**src/rtl/ai_pilot_pkg.sv**
```systemverilog
// Shared types and default tuning constants for the auto-pilot that plays the runner game.
package ai_pilot_pkg;

  localparam int unsigned CNT_W                 = 8;
  localparam int unsigned DEF_NUM_OBS           = 2;
  localparam int unsigned DEF_PLAYER_OFFSET     = 6;
  localparam int unsigned DEF_JUMP_THRESHOLD    = 30;
  localparam int unsigned DEF_DUCK_THRESHOLD    = 40;
  localparam int unsigned DEF_JUMP_HOLD         = 4;
  localparam int unsigned DEF_RESTART_DELAY     = 60;

  typedef enum logic [2:0] {
    ST_RUN,
    ST_JUMP,
    ST_DUCK,
    ST_CRASHED,
    ST_START
  } state_e;

  typedef struct packed {
    logic start;
    logic up;
    logic down;
  } buttons_t;

endpackage

```
**src/rtl/obstacle_window.sv**
```systemverilog
// Classifies one obstacle channel as a jump threat or a duck threat.
module obstacle_window
  import ai_pilot_pkg::*;
#(
  parameter int unsigned POS_W          = 10,
  parameter int unsigned PLAYER_OFFSET  = DEF_PLAYER_OFFSET,
  parameter int unsigned JUMP_THRESHOLD = DEF_JUMP_THRESHOLD,
  parameter int unsigned DUCK_THRESHOLD = DEF_DUCK_THRESHOLD
) (
  input  logic [POS_W-1:0] pos,
  input  logic             is_bird,
  output logic             jump_threat_c,
  output logic             duck_threat_c
);

  logic [31:0] pos_ext;
  logic        ahead_c;

  // Compare at 32 bits so thresholds wider than the position never truncate.
  assign pos_ext       = 32'(pos);
  assign ahead_c       = pos_ext > PLAYER_OFFSET;
  assign jump_threat_c = ahead_c && !is_bird && (pos_ext <= JUMP_THRESHOLD);
  assign duck_threat_c = ahead_c &&  is_bird && (pos_ext <= DUCK_THRESHOLD);

endmodule

```
**src/rtl/ai_pilot.sv**
```systemverilog
// Auto-pilot: watches obstacle channels and drives jump/duck/start buttons unless a gamepad is present.
module ai_pilot
  import ai_pilot_pkg::*;
#(
  parameter int unsigned CONV           = 0,
  parameter int unsigned NUM_OBS        = DEF_NUM_OBS,
  parameter int unsigned PLAYER_OFFSET  = DEF_PLAYER_OFFSET,
  parameter int unsigned JUMP_THRESHOLD = DEF_JUMP_THRESHOLD,
  parameter int unsigned DUCK_THRESHOLD = DEF_DUCK_THRESHOLD,
  parameter int unsigned JUMP_HOLD      = DEF_JUMP_HOLD,
  parameter int unsigned RESTART_DELAY  = DEF_RESTART_DELAY,
  localparam int unsigned POS_W         = 10 - CONV
) (
  input  logic                     clk,
  input  logic                     rst,
  input  logic                     frame_tick,
  input  logic                     gamepad_is_present,
  input  logic                     gamepad_start,
  input  logic                     gamepad_up,
  input  logic                     gamepad_down,
  input  logic [NUM_OBS*POS_W-1:0] obstacle_pos,
  input  logic [NUM_OBS-1:0]       obstacle_is_bird,
  input  logic                     crash,
  output logic                     button_start,
  output logic                     button_up,
  output logic                     button_down,
  output logic                     ai_active
);

  logic [NUM_OBS-1:0] jump_vec_c;
  logic [NUM_OBS-1:0] duck_vec_c;
  logic               jump_req_c;
  logic               duck_req_c;

  state_e             state_q, state_d;
  logic [CNT_W-1:0]   cnt_q, cnt_d;
  buttons_t           btn_q, btn_d;
  logic               gp_q;

  for (genvar i = 0; i < NUM_OBS; i++) begin : g_win
    obstacle_window #(
      .POS_W          (POS_W),
      .PLAYER_OFFSET  (PLAYER_OFFSET),
      .JUMP_THRESHOLD (JUMP_THRESHOLD),
      .DUCK_THRESHOLD (DUCK_THRESHOLD)
    ) u_win (
      .pos           (obstacle_pos[i*POS_W +: POS_W]),
      .is_bird       (obstacle_is_bird[i]),
      .jump_threat_c (jump_vec_c[i]),
      .duck_threat_c (duck_vec_c[i])
    );
  end

  assign jump_req_c = |jump_vec_c;
  assign duck_req_c = |duck_vec_c;

  // State, shared hold/delay counter and registered buttons.
  always_ff @(posedge clk or posedge rst) begin
    if (rst) begin
      state_q   <= ST_RUN;
      cnt_q     <= '0;
      btn_q     <= '0;
      ai_active <= 1'b1;
      gp_q      <= 1'b0;
    end else begin
      state_q   <= state_d;
      cnt_q     <= cnt_d;
      btn_q     <= btn_d;
      ai_active <= !gamepad_is_present;
      gp_q      <= gamepad_is_present;
    end
  end

  // Next state; buttons are decoded from the next state so they land with it.
  always_comb begin
    state_d = state_q;
    cnt_d   = cnt_q;
    btn_d   = '0;
    if (gamepad_is_present) begin
      state_d    = ST_RUN;
      cnt_d      = '0;
      btn_d.start = gamepad_start;
      btn_d.up    = gamepad_up;
      btn_d.down  = gamepad_down;
    end else if (gp_q) begin
      // First AI cycle after a handover stays idle before deciding anything.
      state_d = ST_RUN;
      cnt_d   = '0;
    end else begin
      unique case (state_q)
        ST_RUN: begin
          if (crash) begin
            state_d = ST_CRASHED;
            cnt_d   = CNT_W'(RESTART_DELAY);
          end else if (jump_req_c) begin
            state_d = ST_JUMP;
            cnt_d   = CNT_W'(JUMP_HOLD);
          end else if (duck_req_c) begin
            state_d = ST_DUCK;
          end
        end
        ST_JUMP: begin
          if (crash) begin
            state_d = ST_CRASHED;
            cnt_d   = CNT_W'(RESTART_DELAY);
          end else if (frame_tick) begin
            if (cnt_q == CNT_W'(1)) begin
              state_d = ST_RUN;
              cnt_d   = '0;
            end else begin
              cnt_d = cnt_q - CNT_W'(1);
            end
          end
        end
        ST_DUCK: begin
          if (crash) begin
            state_d = ST_CRASHED;
            cnt_d   = CNT_W'(RESTART_DELAY);
          end else if (jump_req_c) begin
            state_d = ST_JUMP;
            cnt_d   = CNT_W'(JUMP_HOLD);
          end else if (!duck_req_c) begin
            state_d = ST_RUN;
          end
        end
        ST_CRASHED: begin
          if (cnt_q == '0) begin
            state_d = ST_START;
          end else if (frame_tick) begin
            cnt_d = cnt_q - CNT_W'(1);
          end
        end
        ST_START: begin
          if (frame_tick && !crash) begin
            state_d = ST_RUN;
          end
        end
        default: state_d = ST_RUN;
      endcase
      btn_d.start = (state_d == ST_START);
      btn_d.up    = (state_d == ST_JUMP);
      btn_d.down  = (state_d == ST_DUCK);
    end
  end

  assign button_start = btn_q.start;
  assign button_up    = btn_q.up;
  assign button_down  = btn_q.down;

endmodule

```
**config.mk**
```make
export PLATFORM = sky130hd
export DESIGN_NAME = ai_pilot
export DESIGN_NICKNAME = d
export VERILOG_FILES = /design/src/rtl/ai_pilot_pkg.sv /design/src/rtl/obstacle_window.sv /design/src/rtl/ai_pilot.sv
export SDC_FILE = /design/constraint.sdc
export NUM_CORES = 1
export LEC_CHECK = 0
export CAP_MARGIN = 20
export CORE_MARGIN = 5
export CORE_UTILIZATION = 40
export DETAILED_ROUTE_END_ITERATION = 7
export PLACE_DENSITY = 0.69
export SETUP_SLACK_MARGIN = 0.4
export SLEW_MARGIN = 5
export SYNTH_ARGS = -nofsm -noshare
export SYNTH_HDL_FRONTEND = slang
export SYNTH_SLANG_ARGS = --single-unit
```
**constraint.sdc**
```tcl
create_clock -name clk -period 5.1 [get_ports clk]
set_clock_uncertainty 0.1 [all_clocks]
set_input_delay 1.53 -clock clk [delete_from_list [all_inputs] [get_ports clk]]
set_output_delay 1.53 -clock clk [all_outputs]
set_load 0.02 [all_outputs]
```
# Yosys cells after proc, flatten, opt, wreduce, memory -nomap -nowiden
# Cells that the tools add are included.
# Widths: inputs -> output; s select.
# word_totals
inputBits,30
romBits,0
regBits,16
latchBits,0
memories,0
wordCells,74
output_inout_bits,4
ram_bits,0
# classes
add_sub_neg,1
multipliers,0
shifts,0
muxes,28
eq_ne,12
reduce_logical,20
n_bitwise,0
magnitude_cmp,6
div_mod_pow,0
# ops
operator,n
$mux 8,9
$mux 3,17
$pmux 8 s3,1
$gt 10x3->1 const B,2
$le 10x5->1 const B,2
$le 10x6->1 const B,2
$pmux 3 s5,1
$eq 3x2->1 const B,3
$logic_and 1x1->1,9
$eq 8x1->1 const B,1
$logic_not 8->1,1
$ne 4x4->1 const B,2
$sub 8x1->8 const B,1
$eq 3x1->1 const B,2
$eq 3x3->1 const B,2
$reduce_or 2->1,3
$ne 5x1->1 const B,1
$ne 5x5->1 const B,1
$reduce_and 5->1,1
$reduce_bool 5->1,1
$logic_not 1->1,4
$logic_not 3->1,1

# Logic depth before layout (Yosys ltp)
# Gate-level depths: netlist of run 1.
# logic_depth
ltp_word,13
ltp_mapped,8
ltp_nobuf,7

# Modules after synthesis
# From an unflattened synthesis of run 1, not the netlist that was laid out.
# unflattened
cells_unflattened,119
hier_area_um2,1121.1
# modules_own_cells
module,area_per_inst_um2,cells_per_inst,seq_area_each_um2,n_inst
ai_pilot,970.9,97,401.6,1
obstacle_window,75.1,11,0.0,2

# Least setup slack after synthesis of run 1
# OpenSTA, ideal clock, no wires.
# synth_timing
kind,input-to-reg
start,in obstacle_pos[0]
end,reg btn_q (netlist bit button_up)
path_slack_ns,2.011
setup_time_ns,0.122
arrival_ns,2.867
path_stages,6
n_path_buf,1
t_required_ns,4.878
cell_sequence,a311o_1 o2111a_1 nor4_2 buf_4 a41oi_1 a32o_1
# synth_rtl
item,line,rtl
start: declaration,ai_pilot.sv:21,"input logic [NUM_OBS*POS_W-1:0] obstacle_pos,"
end signal: assignment,ai_pilot.sv:68,btn_q <= btn_d;
end: declaration,ai_pilot.sv:37,"buttons_t btn_q, btn_d;"

# Worst setup path in the final report of run 1
# layout_timing
start,in obstacle_pos[19]
end,reg cnt_q[1]
# layout_via
elab_chain_cells,6
elab_cells_between_ends,7
cone_classes,2 x order compare; 1 x eq/ne; 4 x reduce/logical
# layout_lines
item,line,rtl
$gt 10x3->1,obstacle_window.sv:21,assign ahead_c = pos_ext > PLAYER_OFFSET;
$logic_and 1x1->1,obstacle_window.sv:22,assign jump_threat_c = ahead_c && !is_bird && (pos_ext <= JUMP_THRESHOLD);
$logic_and 1x1->1 *,obstacle_window.sv:22,
$reduce_or 2->1 *,ai_pilot.sv:54,assign jump_req_c = |jump_vec_c;
$ne 5x1->1 (no source line) *,--,
$reduce_and 5->1 (no source line) *,--,
end signal: assignment,ai_pilot.sv:67,cnt_q <= cnt_d;
end: declaration,ai_pilot.sv:36,"logic [CNT_W-1:0] cnt_q, cnt_d;"
# Every way passes the cells marked *; elsewhere a longest branch is shown, timed or not.
# A chain may end at the register's enable or synchronous reset.

==> metrics.yaml, run 1 <==
grt_pass1_vias: 1195
vias: 1224
required_ns: 5.22
crit_arrival_ns: 3.59
outcome: "finished clean"
clock_latency_ns: 0.29
hold_start: "cnt_q[7]$_DFFE_PP0P_"
cts_buffers: 3
io_pins: 34
grt_util_all_layers_pct: 16.4
diodes: 0
area_growth_syn_to_layout_pct: 31.9
drt_iter0_markers: 40
vias_per_cell: 6.12
rr_startpoint: "cnt_q[0]$_DFFE_PP0P_"
cp-start-kind: "input port"
cts_setup_buffers: 0
yosys.cell_types.count: 49
maxSlewViolCount: 0
yosysSeqAreaShare_pct: 33.8
synth_largest_area_cell: "dfrtp_1"
cp-end-kind: "register"
seq_area_sq_um: 402
syn_area_sq_um: 1190
switchingPower_uw: 86.2
grt_pass1_wl_um: 5550
synth_edf_count: 0
critPathLaunch: "obstacle_pos[19]"
die_w_um: 64.5
ys.flop_type: "dfrtp_1"
maxCapViolCount: 0
grt_max_degree: 17
initial_core_util_pct: 42.3
worstSetupPathType: "in -> reg"
yosysMostFrequentCell: "dfrtp_1"
finalHoldViolCount: 0
multiInputGateArea_sq_um: 722
nNetsFinal: 202
synth_top_area_share_pct: 31.6
fp-row-count: 19
ys_ff_latch: 16
fp.dieH_um: 64.5
yosys_warnings: 0
slew_headroom_pct: 55.2
synthTopCellsByArea: "dfrtp_1 32%, o31ai_1 3.8%, nor2_1 3.5%"
post_drt_wl_per_cell_um: 16.2
combPwrFrac_pct: 27.0
final_antenna_net_count: 0
drc_errors: 0
post-route-util_pct: 55.8
swShare_pct: 28.4
drive_above_1_share_pct: 10.1
dr.pass1.iters: 4
async_flop_share_pct: 100
clock.fmax_mhz: 289
cts_root_buffer: "clkbuf_4"
io_buffers: 33
finalCritPeriodShare_pct: 67.9
synth_cells: 136
syn_area_per_cell_sq_um: 8.73
place_congestion: 0.844
hold_buffers: 0
fill_cells: 266
p_int_uw: 218
seqPwrFrac_pct: 45.1
clk_pin_slew_worst_paths_ns: 0.10
dp_hpwl_um: 2490
overflow: 0
finalSetupViolCount: 0
tns_ns: 0
antenna_found_initial: 0
cts_resized: 0
cts_tree: "done"
cts_sinks: 16
cp_max_fo: 14
ir_drop_mv: 0.156
hp-class: "reg -> reg"
core_sq_um: 2810
power_frac_clock_pct: 27.9
routed_wl_um: 3230
rsz0062_at_grt: "false"
cts_buffer_depth: 2
dieArea_sq_um: 4160
synth_common_cells: "15 x dfrtp_1, 11 x nor2_1, 10 x nand2_1"
leakagePower_uw: 0.000636
power.density_nw_per_um2: 194
synth_nets: 168
fin_crit_ns: 3.46
htreeDepth: 1
tightest_slew_ns: 0.666
==> through the flow <==
step                power (uW)  hold WS [ns]  setup slack [ns]  cell area, sq um  cells
global placement           220         0.426              1.44              1530    196
floorplan                  181         0.413              2.01              1190    136
global route               322         0.477              1.55              1570    200
detailed placement         221         0.430              1.31              1530    196
finish                     304         0.444              1.64              1570    200
CTS                        307         0.445              1.62              1570    200
==> path summary, 6_finish.rpt <==
kind | cells past startpoint | slack [ns] | end
max in group asynchronous | 2 | 2.99 | cnt_q[6]$_DFFE_PP0P_
max reg2reg | 6 | 2.69 | button_up$_DFF_PP0_
min | 2 | 0.44 | cnt_q[7]$_DFFE_PP0P_
max | 7 | 1.64 | cnt_q[1]$_DFFE_PP0P_
min in group asynchronous | 2 | 1.51 | cnt_q[7]$_DFFE_PP0P_
min reg2reg | 2 | 0.44 | cnt_q[7]$_DFFE_PP0P_
==> state kept, by name (all words and copies together), names as in the netlist <==
register and cells:
cnt_q 8, button_up 1, button_down 1, ai_active 1, state_q 3, gp_q 1
button_start 1
==> cells in the final DEF (no fill, tap or decap), types with 2 or more instances in the layout <==
master / Yosys / routed
inv_1: 8 / 8
o311ai_1: 3 / 3
nor2_1: 11 / 11
o2111a_1: 2 / 2
nand2_1: 10 / 10
or4_1: 4 / 4
nor2b_1: 3 / 3
nor4_1: 2 / 2
ha_1: 2 / 2
a31oi_1: 2 / 2
a21oi_1: 6 / 6
nor3_1: 6 / 6
o22ai_1: 2 / 2
dfrtp_1: 15 / 15
o311ai_0: 3 / 3
o21ai_0: 4 / 4
clkdlybuf4s50_1: 0 / 33
nand2b_1: 3 / 3
a311o_1: 2 / 2
o31ai_1: 6 / 6
a21oi_2: 2 / 2
clkbuf_4: 0 / 3
nand3_1: 6 / 6
and3_1: 2 / 2
o21a_1: 3 / 3
o21ai_1: 2 / 2
==> area by class of cell <==
class                      instances  share of cell area, %
inverter                           8                   1.92
clock buffer                       4                   2.32
timing repair buffer              34                   21.6
tap                               31                   2.48
multi-input combinational        107                   46.1
sequential                        16                   25.6
==> critical path: stages <==
cell	delay, ns
clkdlybuf4s50_1	0.41
nor4_1	0.42
o2111a_1	0.30
nor4_2	0.05
buf_4	0.19
or4_1	0.51
a21oi_1	0.17
==> cell families after synthesis <==
group / count (synthesis) / synth area share [%]
AO/OA/AOI/OAI: 47 / 30.6
adder cells (fa/ha/maj): 2 / 2.11
flip-flops: 16 / 33.8
AND/OR/NAND/NOR: 58 / 28.1
buffers and inverters: 13 / 5.37
==> layer usage <==
metal / wire length [um] / vias up / share of wire (%) / GRT usage (%)
met2: 1510 / 46 / 47 / 27.6
met1: 1420 / 578 / 44 / 19.8
met4: 49 / 0 / 1.5 / 6.86
met3: 252 / 4 / 7.8 / 4.32
met5: 0 / - / 0 / 0
li1: - / 596 / - / -
==> power groups by stage <==
stage	clock network (uW)	registers, uW	logic [uW]
final	84.8	137	82.2
after global routing	94.4	138	89.6
after CTS	87.5	137	82.3
after detailed placement	0	140	81.7
after global placement	0	140	80.4
after floorplan	0	140	41.0
(Power assumes the default switching activity.)
==> inputs of run 2 (changes only) <==
==> constraint.sdc (replaced) <==
create_clock -name clk -period 3.4 [get_ports clk]
set_clock_uncertainty 0.1 [all_clocks]
set_input_delay 1.02 -clock clk [delete_from_list [all_inputs] [get_ports clk]]
set_output_delay 1.02 -clock clk [all_outputs]
set_load 0.02 [all_outputs]
==> run 2 against run 1 <==
Flip-flop and latch count unchanged; total power is 52% higher; via count decreased by 0.25%; critical path type unchanged; highest routed layer unchanged.
==> metrics.yaml, run 2 (synthesis results as in run 1) <==
tns_ns: 0  # unchanged
slew_headroom_pct: 56.7  # +1.4 points
clock.fmax_mhz: 348
post_drt_wl_per_cell_um: 15.8  # -2.6%
grt_pass1_vias: 1260  # +5.4%
rsz0062_at_grt: "false"
swShare_pct: 28.9  # +0.52 points
layout_common_cells: "33 x clkdlybuf4s50_1, 15 x dfrtp_1, 11 x nor2_1"
cts_sinks: 16  # unchanged
dr.pass1.iters: 4  # unchanged
nNetsFinal: 203  # +0.50%
grt.met3_usage_pct: 3.80  # -0.52 points
clk_pin_slew_worst_paths_ns: 0.10  # about the same
cts_tree: "done"
cts_buffer_depth: 2  # unchanged
ir_drop_mv: 0.233  # +49%
vias: 1221  # -0.25%
worstPathCellList: "clkdlybuf4s50_1 > nor4_2 > o2111a_1 > nor4_2 > buf_4 > or4_1 > a21oi_2"
cp-end-kind: "register"
dp_hpwl_um: 2450  # -1.8%
finalCritPeriodShare_pct: 84.6
finalHoldViolCount: 0  # unchanged
power.density_nw_per_um2: 291  # +50%
htreeDepth: 1  # unchanged
fill_cells: 275  # +3.4%
place_area_sq_um: 1540  # +0.49%
multiInputGateArea_sq_um: 734  # +1.7%
antenna_found_initial: 0  # unchanged
finalSetupViolCount: 0  # unchanged
maxCapViolCount: 0  # unchanged
fp-row-count: 19  # unchanged
seqPwrFrac_pct: 44.7  # -0.4 points
grt_max_degree: 17  # unchanged
crit_family: "simple AND/OR/NAND/NOR gates"
grt_busiest_layer: "met2"
crit_slowest_cell: "or4_1"
setup_ws_ns: 0.524  # -1.11 ns
cp_max_fo: 14  # unchanged
crit_arrival_ns: 3.01  # -0.58 ns
stdcell_area_sq_um: 1590  # +1.3%
largest_reg_flops: 8  # unchanged
tightest_slew_ns: 0.645  # -0.0213 ns
io_pins: 34  # unchanged
grt_util_all_layers_pct: 15.9  # -0.50 points
overflow: 0  # unchanged
die_w_um: 64.5  # unchanged
maxSlewViolCount: 0  # unchanged
met1_usage_pct: 19.7  # -0.086 points
cp-start-kind: "input port"
crit_path_max_incr_delay_ns: 0.55  # +0.04 ns
place_congestion: 0.902  # +6.9%
largestRegisters: "cnt_q (8), state_q (3)"
path_buf_inv: 2  # unchanged
seq_area_sq_um: 402  # unchanged
dieArea_sq_um: 4160  # unchanged
finalPower_uw: 461  # +52%
p_int_uw: 328  # +51%
outcome: "finished clean"
final_common_cell: "clkdlybuf4s50_1"
worstSetupPathType: "in -> reg"
area_growth_syn_to_layout_pct: 33.6
switchingPower_uw: 133  # +54%
required_ns: 3.53  # -1.69 ns
io_buffers: 33  # unchanged
combPwrFrac_pct: 26.8  # -0.2 points
globalRouteMet2Util_pct: 26.7  # -0.90 points
final_antenna_net_count: 0  # unchanged
fp.dieH_um: 64.5  # unchanged
diodes: 0  # unchanged
cts_setup_buffers: 0  # unchanged
drc_errors: 0  # unchanged
regMostFlops: "cnt_q"
leakagePower_uw: 0.000642  # +0.90%
core_sq_um: 2810  # unchanged
fin_crit_ns: 2.88
drive_above_1_share_pct: 11.8  # +1.7 points
clock_latency_ns: 0.29  # about the same
cts_buffers: 3  # unchanged
hp-class: "reg -> reg"
cts_root_buffer: "clkbuf_4"
drt_iter0_markers: 43  # +7.5%
routed_wl_um: 3170  # -2.1%
vias_per_cell: 6.07  # -0.74%
crit_top_cell: "nor4_2"
grt_pass1_wl_um: 5400  # -2.7%
place_ws_ns: 0.131  # -1.18 ns
initial_core_util_pct: 42.3  # unchanged
power_frac_clock_pct: 28.5  # +0.6 points
==> run 2: changes by cell type in the layout (fill, tap and decap cells not counted), sizes merged <==
cell,before,now
buf,1,2
==> run 2: worst paths after layout <==
check	start	endpoint	slack (ns)	depth (start not counted)
max	obstacle_pos[18]	cnt_q[6]$_DFFE_PP0P_	0.52	7
min	cnt_q[7]$_DFFE_PP0P_	cnt_q[7]$_DFFE_PP0P_	0.46	2
max reg2reg	cnt_q[0]$_DFFE_PP0P_	cnt_q[2]$_DFFE_PP0P_	0.97	7
min reg2reg	cnt_q[7]$_DFFE_PP0P_	cnt_q[7]$_DFFE_PP0P_	0.46	2
max in group asynchronous	rst	cnt_q[7]$_DFFE_PP0P_	1.82	2
min in group asynchronous	rst	gp_q$_DFF_PP0_	0.98	2
==> run 2: per-layer routing <==
metal	routed length (um)	vias up
li1	-	598
met1	1340	578
met2	1550	42
met3	256	3
met4	19	0
met5	0	-
==> run 2: power by group through the flow <==
stage               Combinational, uW  Clock, uW  Sequential [uW]
floorplan                        61.5          0              211
global placement                  120          0              209
finish                            123        132              206
detailed placement                122          0              210
CTS                               123        134              206
global route                      136        144              207
==> run 2: layout make-up <==
cell class                 instances  share of cell area, %
inverter                           8                   1.89
multi-input combinational        107                   46.3
tap                               31                   2.44
sequential                        16                   25.3
clock buffer                       4                   2.29
timing repair buffer              35                   21.8
==> run 2: metrics by stage <==
| step | instances | hold slack (ns) | utilization, % |
|---|---|---|---|
| 2_1_floorplan | 136 | 0.413 | - |
| 4_1_cts | 201 | 0.458 | 56.1 |
| 3_5_place_dp | 197 | 0.444 | 54.8 |
| 6_report | 201 | 0.459 | 56.6 |
| 3_3_place_gp | 197 | 0.441 | 54.8 |
| 5_1_grt | 201 | 0.502 | 56.6 |
==> run 2: timing repair <==
action,4_1_cts,5_1_grt
hold buffers,0,0
endpoints found under the setup margin,0,4
resized for setup,0,2
==> run 2: worst min-delay path: stages (launching register included) <==
cell	delay, ns
dfrtp_1	0.40
o31ai_1	0.07
a21oi_1	0.06
==> RTL edit 1, RTL diff (config.mk and constraints of run 2) <==
Change the package constant `DEF_RESTART_DELAY` from 60 to 59.
--- a/src/rtl/ai_pilot_pkg.sv
+++ b/src/rtl/ai_pilot_pkg.sv
@@ -9,3 +9,3 @@
   localparam int unsigned DEF_JUMP_HOLD         = 4;
-  localparam int unsigned DEF_RESTART_DELAY     = 60;
+  localparam int unsigned DEF_RESTART_DELAY     = 59;
 
Check against the original RTL: same outputs for any inputs over 10 cycles, from zero or initial values and one cycle with rst high; that may be too few to reach the edited logic, so the function may still have changed.
==> RTL edit 1 against run 2 <==
Highest routed layer unchanged; design area down 1.3%; sequential cell count unchanged; synthesized area down 2.0%; wire length down 7.2%; worst hold slack better by 0.010 ns; critical path type unchanged; fmax down 2.7%; count of clock-buffer cells in the layout unchanged; largest cell class unchanged; worst setup slack worse by 0.081 ns; total power up 1.5%.
==> RTL edit 1: results (changes against run 2) <==
Clock Power Share -> 0.259 (-0.026)
DP HPWL -> 2360 um (-3.6%)
Critical path's slowest cell -> or4_4
Post-Place Setup Slack -> 0.143 ns (+0.0126 ns)
Status -> finished, final reports clean
Non-Filler Instances -> 204 (+1.5%)
Worst slew pin tran -> 0.562 ns (-0.0830 ns)
Syn_nets -> 170 (+1.2%)
GRT met1 Usage -> 0.192 (-0.00501)
IR drop worst, VDD -> 0.301 mV (+29%)
Synth area leaders -> dfrtp_1, a21oi_1, nor2_1, nand2_1, o21ai_0
Ratio of cells with drive above 1 in the final layout -> 0.121 (+0.00374)
Post-Route M1 WL -> 1270 um (-5.4%)
Via count of the first global-routing pass -> 1086 (-14%)
Fillers -> 256 (-6.9%)
CP Launch Point -> obstacle_pos[9]
Met2 Use GR -> 0.239 (-0.0281)
CP max FO -> 8 (-6)
Met2 wire len -> 1470 um (-5.0%)
Number of distinct library cells after synthesis -> 50 (+2.0%)
Tot GR Track Use -> 0.147 (-0.0115)
Compound-Gate Fraction of Synth Area -> 0.322 (+0.0159)
Detailed Route Iter0 Violations -> 33 (-23%)
GRT met3 Usage -> 0.0280 (-0.00998)
Sequential share of the synthesized area -> 0.345 (+0.00691)
Mean post-synth cell area -> 8.43 um2 (-3.4%)
Leakage -> 0.000682 uW (+6.3%)
Met3 wire len -> 180 um (-30%)
Crit path max-delay family -> compound AO/OA/AOI/OAI gates
Gp weighted congestion -> 0.804 (-11%)
Nets -> 206 (+1.5%)
Synth Area in Adders -> 0.0215 (+0.000431)
## RTL edit 1: cell count changes after synthesis, moves of 3 or more
cell,before,now
a21oi_1,6,12
nor2_1,11,15
o31ai_1,6,2
or4_1,4,0
nand3_1,6,3
o21ai_0,4,7
o311ai_0,3,0
o311ai_1,3,0
## RTL edit 1: area by class of cell
class	instances	share of cell area
clock buffer	4	0.0232
sequential	16	0.257
multi-input combinational	106	0.439
inverter	9	0.0216
timing repair buffer	38	0.235
tap	31	0.0248
## RTL edit 1: path summary, 6_finish.rpt
check / cells past startpoint / slack [ns] / end
worst max register to register: 8 / 1.01 / button_down$_DFF_PP0_
worst min-delay path: 1 / 0.47 / cnt_q[7]$_DFFE_PP0P_
max in group asynchronous: 2 / 1.85 / cnt_q[6]$_DFFE_PP0P_
worst min register to register: 1 / 0.47 / cnt_q[7]$_DFFE_PP0P_
min in group asynchronous: 2 / 0.98 / button_start$_DFF_PP0_
worst max-delay path: 8 / 0.44 / cnt_q[5]$_DFFE_PP0P_
==> RTL edit 2, RTL diff (settings of run 2) <==
Without the edit above. Make the reset (`rst`) synchronous in one clocked block.
--- a/src/rtl/ai_pilot.sv
+++ b/src/rtl/ai_pilot.sv
@@ -57,3 +57,3 @@
   // State, shared hold/delay counter and registered buttons.
-  always_ff @(posedge clk or posedge rst) begin
+  always_ff @(posedge clk) begin
     if (rst) begin
Check against the original RTL: differs if rst is asserted again (counterexample within 4 cycles, from zero or initial values and one cycle with rst high); with rst held inactive, the same outputs for 10 cycles.
==> RTL edit 2 against run 2 <==
Synthesized area is 14% lower; sequential cell count did not move; worst setup slack gained 0.0061 ns; global-route usage fell by 0.15 points; worst hold slack worse by 0.060 ns; wire length down 16%; count of clock-buffer cells in the layout stayed put; total power decreased by 7.2%; design area is 9.9% lower; synthesized cell count is 4.4% lower; sequential power down 3%; first-iteration DRC count down 44%; die area fell by 12%; critical path type unchanged; largest power group unchanged.
==> RTL edit 2: results (changes against run 2) <==
Status -> finished, final reports clean
Leakage -> 0.000522 uW (-19%)
Reg-to-reg slack, setup -> 1.11 ns (+0.14 ns)
Worst reg2reg path endpoint -> cnt_q[2]$_SDFFE_PP0P_
Top Registers -> cnt_q x8, state_q x3
Gp weighted congestion -> 0.885 (-1.9%)
Worst-skew pair later-pin latency -> 0.30 ns
HP Class -> register to register
Headroom to the max-slew limit -> 0.665 (+0.0984)
Number of buffers added on ports -> 33 (unchanged)
Cells after synthesis -> 130 (-4.4%)
Pre-antenna DRT Iters -> 4 (unchanged)
Via count -> 1125 (-7.9%)
Finish-stage setup viols -> 0 (unchanged)
Yosys warns -> 0 (unchanged)
Ratio of cells with drive above 1 in the final layout -> 0.102 (-0.0152)
Number of distinct library cells after synthesis -> 43 (-12%)
DP HPWL -> 2160 um (-12%)
Fraction of registers with async set/reset -> 0 (-1.00)
Commonest cells post-synth -> dfxtp_1, a21oi_1, nor2_1, nand2_1, nand3_1
Synth area leaders -> dfxtp_1, a21oi_1, nor2_1, nand3_1, o21ai_0
Detailed Route Iter0 Violations -> 24 (-44%)
Nets -> 199 (-2.0%)
Hold_sp -> cnt_q[1]$_SDFFE_PP0P_
Arr. time, crit path -> 3.01 ns (about the same)
Sequential share of the synthesized area -> 0.313 (-0.0253)
Slew Viols, Final -> 0 (unchanged)
Post-Place Setup Slack -> 0.120 ns (-0.0111 ns)
Global-route wire length before repair -> 4360 um (-19%)
ANT cells -> 0 (unchanged)
CP max FO -> 14 (unchanged)
Max incr delay on CP -> 0.54 ns
Clk buf depth -> 2 (unchanged)
CTS Buf Count -> 3 (unchanged)
Hold Path Sink -> cnt_q[1]$_SDFFE_PP0P_
Clock-pin slew on the worst setup and hold paths -> 0.09 ns
DRC violations left -> 0 (unchanged)
Initial antenna violation count -> 0 (unchanged)
Via density per instance -> 5.74 (-5.5%)
Largest net degree at the start of global routing -> 15 (-2)
WL per Instance -> 13.5 um (-14%)
H-tree depth -> 1 (unchanged)
Tot GR Track Use -> 0.157 (-0.00150)
Reg2reg start -> cnt_q[0]$_SDFFE_PP0P_
Hold Path Stages -> 2 (unchanged)
Critical path's slowest cell -> or4_4
Fillers -> 221 (-20%)
# Post-CTS Setup Buffers -> 0 (unchanged)
IR drop worst, VDD -> 0.180 mV (-23%)
Root Driver -> clkbuf_4
R2R cell count -> 8 (+1)
Top FF cell, synth -> dfxtp_1
Cell total after placement -> 192 (-2.5%)
Dpl cell area -> 0.00139 mm2 (-9.8%)
Final hold slack -> 0.399 ns (-0.0602 ns)
Syn_nets -> 162 (-3.6%)
## RTL edit 2: cell types whose count changed after synthesis, moves of 3 or more
cell	before	now
o21a_1	3	0
o311ai_0	3	0
o311ai_1	3	0
dfxtp_1	0	16
a21oi_1	6	13
o21ai_0	4	7
dfrtp_1	15	0
or4_1	4	1
nor3b_1	0	3
or3_1	0	4
## RTL edit 2: kinds of logic after synthesis
group / synth area share
AOI/OAI and AO/OA: 0.303
adders and majority gates: 0.0244
buffers and inverters: 0.0452
DFF: 0.313
muxes: 0.00978
and+or+nand+nor: 0.304
## RTL edit 2: worst max path at each step
stage | end | cells after the start | slack, ns | from
3_5_place_dp | cnt_q[6]$_SDFFE_PP0P_ | 7 | 0.12 | obstacle_pos[9]
3_3_place_gp | cnt_q[2]$_SDFFE_PP0P_ | 7 | 0.17 | obstacle_pos[9]
5_1_grt | cnt_q[5]$_SDFFE_PP0P_ | 7 | 0.44 | obstacle_pos[9]
2_1_floorplan | cnt_q[7]$_SDFFE_PP0P_ | 6 | 0.65 | obstacle_pos[18]
6_report | cnt_q[2]$_SDFFE_PP0P_ | 7 | 0.53 | obstacle_pos[9]
4_1_cts | cnt_q[2]$_SDFFE_PP0P_ | 7 | 0.44 | obstacle_pos[9]
## RTL edit 2: power breakdown
part / leakage, uW / internal [uW] / switching (uW) / total (uW)
Sequential: 0.000131 / 193 / 5.27 / 199
Combinational: 0.000371 / 55.2 / 44.9 / 100
Clock: 0.0000210 / 65.4 / 63.9 / 129
Total: 0.000522 / 314 / 114 / 428
## RTL edit 2: worst max-delay path: cells and delay by family
family | cells | cell delay, ns
simple gates | 2 | 0.77
buf+inv | 1 | 0.40
compound gates | 4 | 0.82
## RTL edit 2: layout make-up
cell class,instances,area [um2],share of cell area
clock buffer,4,36.3,0.0254
inverter,7,26.3,0.0184
multi-input combinational,104,664,0.465
sequential,16,320,0.224
tap,30,37.5,0.0262
timing repair buffer,35,345,0.241
## RTL edit 2: metrics by stage
step | power [uW] | utilization
2_1_floorplan | 249 | -
3_3_place_gp | 300 | 0.565
3_5_place_dp | 301 | 0.565
4_1_cts | 431 | 0.580
5_1_grt | 453 | 0.583
6_report | 428 | 0.583
## RTL edit 2: repair_timing
action / CTS / global route
setup endpoints to repair: 0 / 6
resized for setup: 0 / 2
hold buffers: 0 / 0
## RTL edit 2: metal layers
| metal | routed length [um] | part of all wire | GRT usage |
|---|---|---|---|
| met1 | 1190 | 0.45 | 0.187 |
| met2 | 1260 | 0.47 | 0.256 |
| met3 | 127 | 0.048 | 0.0319 |
| met4 | 77 | 0.029 | 0.0991 |
| met5 | 0 | 0 | 0 |
